<file path="config.mk">
export PLATFORM = sky130hd
export DESIGN_NAME = pipe_hazard_ctrl
export DESIGN_NICKNAME = d
export VERILOG_FILES = /design/src/rtl/pipe_pkg.sv /design/src/rtl/pipe_hazard_ctrl_hazard_detect.sv /design/src/rtl/pipe_hazard_ctrl.sv
export SDC_FILE = /design/constraint.sdc
export NUM_CORES = 1
export LEC_CHECK = 0
export ABC_AREA = 1
export CAP_MARGIN = 20
export CORE_MARGIN = 1
export CORE_UTILIZATION = 50
export CTS_CLUSTER_SIZE = 30
export DETAILED_ROUTE_END_ITERATION = 7
export GPL_ROUTABILITY_DRIVEN = 0
export PLACE_DENSITY = 0.81
export RECOVER_POWER = 50
export SYNTH_ARGS = -nofsm -noshare
export SYNTH_HDL_FRONTEND = slang
export SYNTH_SLANG_ARGS = --single-unit
</file>
<file path="constraint.sdc">
create_clock -name clk -period 3.6 [get_ports clk]
set_clock_uncertainty 0.15 [all_clocks]
set_input_delay 0.36 -clock clk [delete_from_list [all_inputs] [get_ports clk]]
set_output_delay 0.36 -clock clk [all_outputs]
set_load 0.05 [all_outputs]
</file>
<file path="src/rtl/pipe_pkg.sv">
// Shared types for the 5-stage MIPS pipeline control path.
package pipe_pkg;

  typedef enum logic [1:0] {
    ST_RUN      = 2'd0,
    ST_MEM_WAIT = 2'd1,
    ST_ERROR    = 2'd2
  } hz_state_e;

  localparam logic [4:0] REG_ZERO = 5'd0;

  // Control fields carried by ID/EX; a bubble zeroes the whole bundle.
  typedef struct packed {
    logic       reg_write;
    logic       mem_to_reg;
    logic       mem_read;
    logic       mem_write;
    logic       branch;
    logic       alu_src;
    logic       reg_dst;
    logic [1:0] alu_op;
  } idex_ctrl_t;

endpackage

</file>
<file path="src/rtl/pipe_hazard_ctrl_hazard_detect.sv">
// Combinational load-use comparator between the ID instruction and a load in EX.
module hazard_detect
  import pipe_pkg::*;
(
  input  logic [4:0] id_rs_addr,
  input  logic [4:0] id_rt_addr,
  input  logic       id_uses_rt,
  input  logic       ex_mem_read,
  input  logic [4:0] ex_rt_addr,
  output logic       load_use
);

  // $zero never carries a real dependency, and rt only matters when it is a source.
  always_comb begin
    load_use = ex_mem_read && (ex_rt_addr != REG_ZERO) &&
               ((ex_rt_addr == id_rs_addr) ||
                (id_uses_rt && (ex_rt_addr == id_rt_addr)));
  end

endmodule

</file>
<file path="src/rtl/pipe_hazard_ctrl.sv">
// Pipeline sequencing: load-use stalls, branch flushes, data-memory waits and timeout.
module pipe_hazard_ctrl
  import pipe_pkg::*;
#(
  parameter int unsigned MEM_TIMEOUT = 16,
  parameter int unsigned CNT_W       = 16
) (
  input  logic             clk,
  input  logic             rst_n,
  input  logic [4:0]       id_rs_addr,
  input  logic [4:0]       id_rt_addr,
  input  logic             id_uses_rt,
  input  logic             ex_mem_read,
  input  logic [4:0]       ex_rt_addr,
  input  logic             branch_taken,
  input  logic             mem_req,
  input  logic             dmem_ready,
  output logic             pc_write,
  output logic             ifid_write,
  output logic             ifid_flush,
  output logic             idex_write,
  output logic             idex_bubble,
  output logic             exmem_write,
  output logic             memwb_bubble,
  output logic             mem_err,
  output logic [CNT_W-1:0] stall_cnt
);

  localparam logic [7:0] TIMEOUT = 8'(MEM_TIMEOUT);

  hz_state_e        state_q, state_d;
  logic [7:0]       wait_q, wait_d;
  logic [CNT_W-1:0] stall_q, stall_d;
  logic             load_use;

  hazard_detect u_hazard_detect (
    .id_rs_addr  (id_rs_addr),
    .id_rt_addr  (id_rt_addr),
    .id_uses_rt  (id_uses_rt),
    .ex_mem_read (ex_mem_read),
    .ex_rt_addr  (ex_rt_addr),
    .load_use    (load_use)
  );

  always_comb begin
    state_d      = state_q;
    wait_d       = '0;
    pc_write     = 1'b1;
    ifid_write   = 1'b1;
    ifid_flush   = 1'b0;
    idex_write   = 1'b1;
    idex_bubble  = 1'b0;
    exmem_write  = 1'b1;
    memwb_bubble = 1'b0;
    mem_err      = 1'b0;

    unique case (state_q)
      ST_RUN: begin
        if (mem_req && !dmem_ready) begin
          pc_write     = 1'b0;
          ifid_write   = 1'b0;
          idex_write   = 1'b0;
          exmem_write  = 1'b0;
          memwb_bubble = 1'b1;
          state_d      = ST_MEM_WAIT;
        end else if (load_use) begin
          pc_write    = 1'b0;
          ifid_write  = 1'b0;
          idex_bubble = 1'b1;
        end else if (branch_taken) begin
          ifid_flush = 1'b1;
        end
      end
      ST_MEM_WAIT: begin
        pc_write     = 1'b0;
        ifid_write   = 1'b0;
        idex_write   = 1'b0;
        exmem_write  = 1'b0;
        memwb_bubble = 1'b1;
        wait_d       = wait_q + 8'd1;
        // A ready on the timeout cycle still completes the access.
        if (dmem_ready) begin
          state_d = ST_RUN;
        end else if (wait_d == TIMEOUT) begin
          state_d = ST_ERROR;
        end
      end
      ST_ERROR: begin
        pc_write     = 1'b0;
        ifid_write   = 1'b0;
        idex_write   = 1'b0;
        exmem_write  = 1'b0;
        memwb_bubble = 1'b1;
        mem_err      = 1'b1;
      end
      default: state_d = ST_RUN;
    endcase

    stall_d = stall_q;
    if (!pc_write && (stall_q != '1)) begin
      stall_d = stall_q + CNT_W'(1);
    end
  end

  always_ff @(posedge clk) begin
    if (!rst_n) begin
      state_q <= ST_RUN;
      wait_q  <= '0;
      stall_q <= '0;
    end else begin
      state_q <= state_d;
      wait_q  <= wait_d;
      stall_q <= stall_d;
    end
  end

  assign stall_cnt = stall_q;

endmodule

</file>
==> impl_metrics.ini, run 1 <==
[placement]
numPortBuffers = 45
dp_hpwl_um = 2970
dp.cells = 360
preCtsSetupSlack_ps = 654

[clocking]
insertion_delay_ps = 320
cts_setup_buffers = 0
ctsRootBufferMaster = clkbuf_4
h-tree-depth = 1
cts_num_sinks = 26
cts_tree = built
cts_made_buffers = 3
clk_pin_slew_worst_paths_ps = 140
cts-hold-fix-buffers = 0
cts-resized-gates = 0
clock_path_buffers = 2

[timing]
clock.fmax_mhz = 326
period_share = 0.853
tns_ps = 0
slew_violations = 0
timing.hold.ws_ps = 355
worst_pin_slew_ps = 642
setup_ws_ps = 529
maxSlewHeadroom = 0.571
rsz0062_at_grt = false
final.min_clock_period_ps = 3070
hold_violations = 0
final-setup-viol-count = 0

[floorplanning]
initial_core_util = 0.533
ios = 46
die_area_um2 = 3860
core-area_um2 = 3390
dieHeight_um = 62.1
dieWidth_um = 62.1
rows = 21

[layout]
final-seq-area_um2 = 520
instances_no_fill = 364
layout_common_cells = 81 x nand2_1, 43 x clkdlybuf4s50_1, 36 x nor2_1, 34 x inv_1, 26 x dfxtp_1
fillerInstances = 308
multi_input_area_um2 = 1070
n_antenna_cell = 0
drive_gt1_frac = 0.0660
final_common_cell = nand2_1
final_nets = 348
syn2layout_area_growth_pct = 27.2

[critical_path]
path_max_fanout = 19
worstPathRequired_ps = 3090
worst_setup_path_end_kind = output pin
worst_ep_arrival_time_ps = 2560
crit_path_start_kind = input pin
crit_type = in2out

[logic_synthesis]
synth_area_um2 = 1810
postSynthRegisterBits = 26
synth.distinct_cells = 24
synth_compound_area_frac = 0.0768
syn_inst = 275
synth_top_family_by_area = simple AND/OR/NAND/NOR gates
synth_area_per_cell_um2 = 6.57
synth_seq_area_share = 0.288
synth-warning-count = 0
synthMuxAreaShare = 0
yosys.area_share.adder = 0.0484
syn_nets = 304
synth-simple-area-share = 0.400
yosys.area_share.xor_xnor = 0.0824

[drt]
avgViaCountPerCell = 4.88
routed-via-count = 1775
ant_nets = 0
first_pass_iters = 4
post-route-drc-count = 0
first_iter_violations = 69
wire_per_inst_um = 10.6
drt-total-wl_um = 3870

[power_and_ir_drop]
pwr_density_cell_nw_per_um2 = 546
leakagePower_nw = 0.976
power_mw = 1.26
irDropWorstVdd_v = 0.000399

[global_route]
antenna_found_initial = 0
overflow = 0
grt_max_degree = 20
grt_pass1_wl_um = 6840
grt_pass1_vias = 1671
grt_usage = 0.214

[run_status]
status = completed

[job]
max_cap_violations = 0

[hold_path]
hp-class = reg2reg
-- routing by layer --
layer | GRT usage | share of wire | up-vias
met3 | 0.0404 | 0.019 | 2
met4 | 0.0320 | 0.0041 | 0
met1 | 0.251 | 0.48 | 796
met2 | 0.407 | 0.49 | 23
met5 | 0 | 0 | -
li1 | - | - | 954
-- report_power, final --
part / internal (mW) / switching [mW] / total [mW] / leakage (nW)
Sequential: 0.314 / 0.0265 / 0.340 / 0.210
Clock: 0.113 / 0.0880 / 0.201 / 0.0279
Combinational: 0.214 / 0.500 / 0.714 / 0.737
Total: 0.640 / 0.615 / 1.26 / 0.976
-- final timing paths --
path                  from       endpoint  slack [ps]  cells past startpoint
max reg2reg   stall_cnt[0]  stall_cnt[15]        1380                      9
min reg2reg  stall_cnt[13]  stall_cnt[13]         350                      2
max          ex_rt_addr[0]       pc_write         530                      9
min          stall_cnt[13]  stall_cnt[13]         350                      2
-- synth_stat cells --
cell       n  area share
a21oi_1   10       0.028
a21oi_2    9       0.044
buf_2      1      0.0028
buf_4      3       0.012
buf_6      1      0.0062
clkbuf_1   2      0.0042
dfxtp_1   26        0.29
ha_1       7       0.048
inv_1     33       0.069
inv_2      5       0.010
nand2_1   80        0.17
nand2_2    3       0.010
nand2_4    2       0.012
nand3_1   12       0.033
nand3_2    1      0.0055
nand3_4    1      0.0097
nand3b_1   2      0.0083
nand4_1   17       0.059
nor2_1    36       0.075
nor2_4     2       0.012
nor3_1     3      0.0083
o21ai_0    2      0.0055
xnor2_1    5       0.024
xor2_1    12       0.058
-- flip-flops by register name, indices dropped and copies added (netlist names) --
signal and flops:
state_q 2, stall_cnt 16, wait_q 8
-- final cells by class --
| type | instances | share of cell area |
|---|---|---|
| Sequential cell | 26 | 0.226 |
| Tap cell | 46 | 0.0250 |
| Clock inverter | 1 | 0.0131 |
| Multi-Input combinational cell | 204 | 0.465 |
| Inverter | 38 | 0.0620 |
| Timing Repair Buffer | 46 | 0.199 |
| Clock buffer | 3 | 0.00979 |
-- worst max-delay path: stages --
cell and delay [ps]:
dlygate4sd3_1 570, inv_1 110, nand4_1 100, o21ai_0 160, inv_1 50, nand2_1 120, nand2_4 150, nand2_1 120
clkdlybuf4s50_1 810
-- per-stage QoR --
step                      cell area (um2)   util
final                                2300  0.678
after detailed placement             2280  0.672
after floorplan                      1810      -
after global routing                 2300  0.678
after global placement               2280  0.672
after CTS                            2330  0.687
-- cell families after synthesis --
group	after synthesis
AOI/OAI and AO/OA	21
buffers and inverters	45
adders and majority gates	7
DFF	26
and+or+nand+nor	159
xor gates and xnor gates	17
Power figures use the tool's default switching activity.
==> run 2, diff against run 1 <==
--- a/config.mk
+++ b/config.mk
@@ -6,7 +6,8 @@
 export NUM_CORES = 1
 export LEC_CHECK = 0
 export ABC_AREA = 1
-export CAP_MARGIN = 20
+export CAP_MARGIN = 10
+export CORE_ASPECT_RATIO = 1.5
 export CORE_MARGIN = 1
 export CORE_UTILIZATION = 50
 export CTS_CLUSTER_SIZE = 30
@@ -14,6 +15,7 @@
 export GPL_ROUTABILITY_DRIVEN = 0
 export PLACE_DENSITY = 0.81
 export RECOVER_POWER = 50
+export SETUP_SLACK_MARGIN = 0.4
 export SYNTH_ARGS = -nofsm -noshare
 export SYNTH_HDL_FRONTEND = slang
 export SYNTH_SLANG_ARGS = --single-unit
==> run 2 against run 1 <==
Non-clock buffer count unchanged; worst setup slack better by 170 ps; clock power up 19%; register-to-register slack better by 290 ps; routed wire length up 2.3%; critical endpoint is now memwb_bubble.
==> impl_metrics.ini, run 2 (synthesis results as in run 1) <==
[drt]
wire_per_inst_um = 11.0
first_iter_violations = 20
post-route-drc-count = 0
routed-via-count = 1788
first_pass_iters = 4
avgViaCountPerCell = 4.97
ant_nets = 0
drt-total-wl_um = 3960

[global_route]
grt_max_degree = 20
antenna_found_initial = 0
grt_pass1_vias = 1603
overflow = 0
grt_pass1_wl_um = 6330
grt_usage = 0.211

[placement]
numPortBuffers = 45
preCtsSetupSlack_ps = 712
placed_area_um2 = 2270
dp_hpwl_um = 3020

[clocking]
clk_pin_slew_worst_paths_ps = 90
clock_path_buffers = 2
cts_num_sinks = 26
cts_made_buffers = 3
cts_setup_buffers = 0
h-tree-depth = 1
cts-resized-gates = 0
cts-hold-fix-buffers = 0
insertion_delay_ps = 270
ctsRootBufferMaster = clkbuf_8
cts_tree = built

[floorplanning]
ios = 46
rows = 26
dieHeight_um = 75.6
core-area_um2 = 3420
die_area_um2 = 3870
dieWidth_um = 51.1
initial_core_util = 0.529

[layout]
largest_reg_flops = 16
drive_gt1_frac = 0.0881
n_antenna_cell = 0
final_common_cell = nand2_1
fillerInstances = 339
fin_util = 0.686
final_nets = 348
syn2layout_area_growth_pct = 29.6
fin_area_um2 = 2340
layout_common_cells = 80 x nand2_1, 36 x nor2_1, 33 x inv_1, 30 x clkdlybuf4s50_1, 26 x dfxtp_1

[power_and_ir_drop]
irDropWorstVdd_v = 0.000431
leakagePower_nw = 1.03
pwr_density_cell_nw_per_um2 = 554
power_mw = 1.30

[timing]
period_share = 0.805
rsz0062_at_grt = false
final-setup-viol-count = 0
hold_violations = 0
setup_ws_ps = 701
final.min_clock_period_ps = 2900
worst_pin_slew_ps = 645
clock.fmax_mhz = 345
tns_ps = 0
maxSlewHeadroom = 0.569
slew_violations = 0

[critical_path]
crit_buf_inv = 4
cp_slowest_stage_delay_ps = 820
worst_ep_arrival_time_ps = 2390
path_max_fanout = 19
regToRegSetupSlack_ps = 1670
crit_family = buffers and inverters
path_cells = inv_1, ha_1, inv_1, nand2_1, buf_4, nand2_1, a21oi_1, clkdlybuf4s50_1
worstPathRequired_ps = 3090
crit_path_start_kind = flip-flop
critPathSlowestCell = clkdlybuf4s50_1
crit_type = reg2out
worst_setup_path_end_kind = output pin

[run_status]
status = completed

[hold_path]
hp-class = reg2reg

[job]
max_cap_violations = 0
==> run 2: cell types whose count changed in the layout (fill, tap and decap cells not counted) <==
cell / delta
a21oi_1: -4
a21oi_2: +4
clkbuf_4: -3
clkbuf_8: +3
clkdlybuf4s50_1: -13
dlygate4sd3_1: +13
inv_1: -1
inv_2: +1
nand2_1: -1
nand2_2: +1
nand3_1: -1
nand3_4: +1
==> run 2: per-layer routing <==
layer,track usage,vias up,part of all wire
met1,0.221,800,0.42
met4,0.0710,0,0.011
met2,0.425,32,0.54
li1,-,951,-
met5,0,-,0
met3,0.0220,5,0.031
==> run 2: worst paths after layout <==
path,startpoint,end,cells past startpoint
worst min register to register,wait_q[7],wait_q[7],2
worst min-delay path,wait_q[7],wait_q[7],2
worst max-delay path,state_q[0],memwb_bubble,8
worst max register to register,stall_cnt[1],stall_cnt[10],9
==> run 2: power breakdown <==
group	switching, mW	internal [mW]	total, mW
sequential	0.0283	0.313	0.342
combinational	0.501	0.215	0.716
clock	0.0906	0.149	0.239
==> run 2: stage by stage <==
step           std cells  hold slack [ps]
2_1_floorplan        275              295
5_1_grt              360              367
6_report             360              335
3_5_place_dp         356              321
3_3_place_gp         356              317
4_1_cts              360              335
==> run 2: final cells by class <==
class                      count  area [um2]  share of cell area
inverter                      38         143              0.0609
multi-input combinational    204        1100               0.469
clock inverter                 1        30.0              0.0128
timing repair buffer          46         458               0.195
clock buffer                   3        41.3              0.0176
tap                           42        52.6              0.0224
sequential                    26         520               0.222
==> run 2: worst reg2reg max path, stage by stage (launching register included) <==
cell and delay [ps]:
dfxtp_1 400, ha_1 230, nand2_2 110, nor2_4 170
nand2_2 110, nor2_4 110, nand2_4 130, nand3_4 230
nand2_1 110, a21oi_2 120
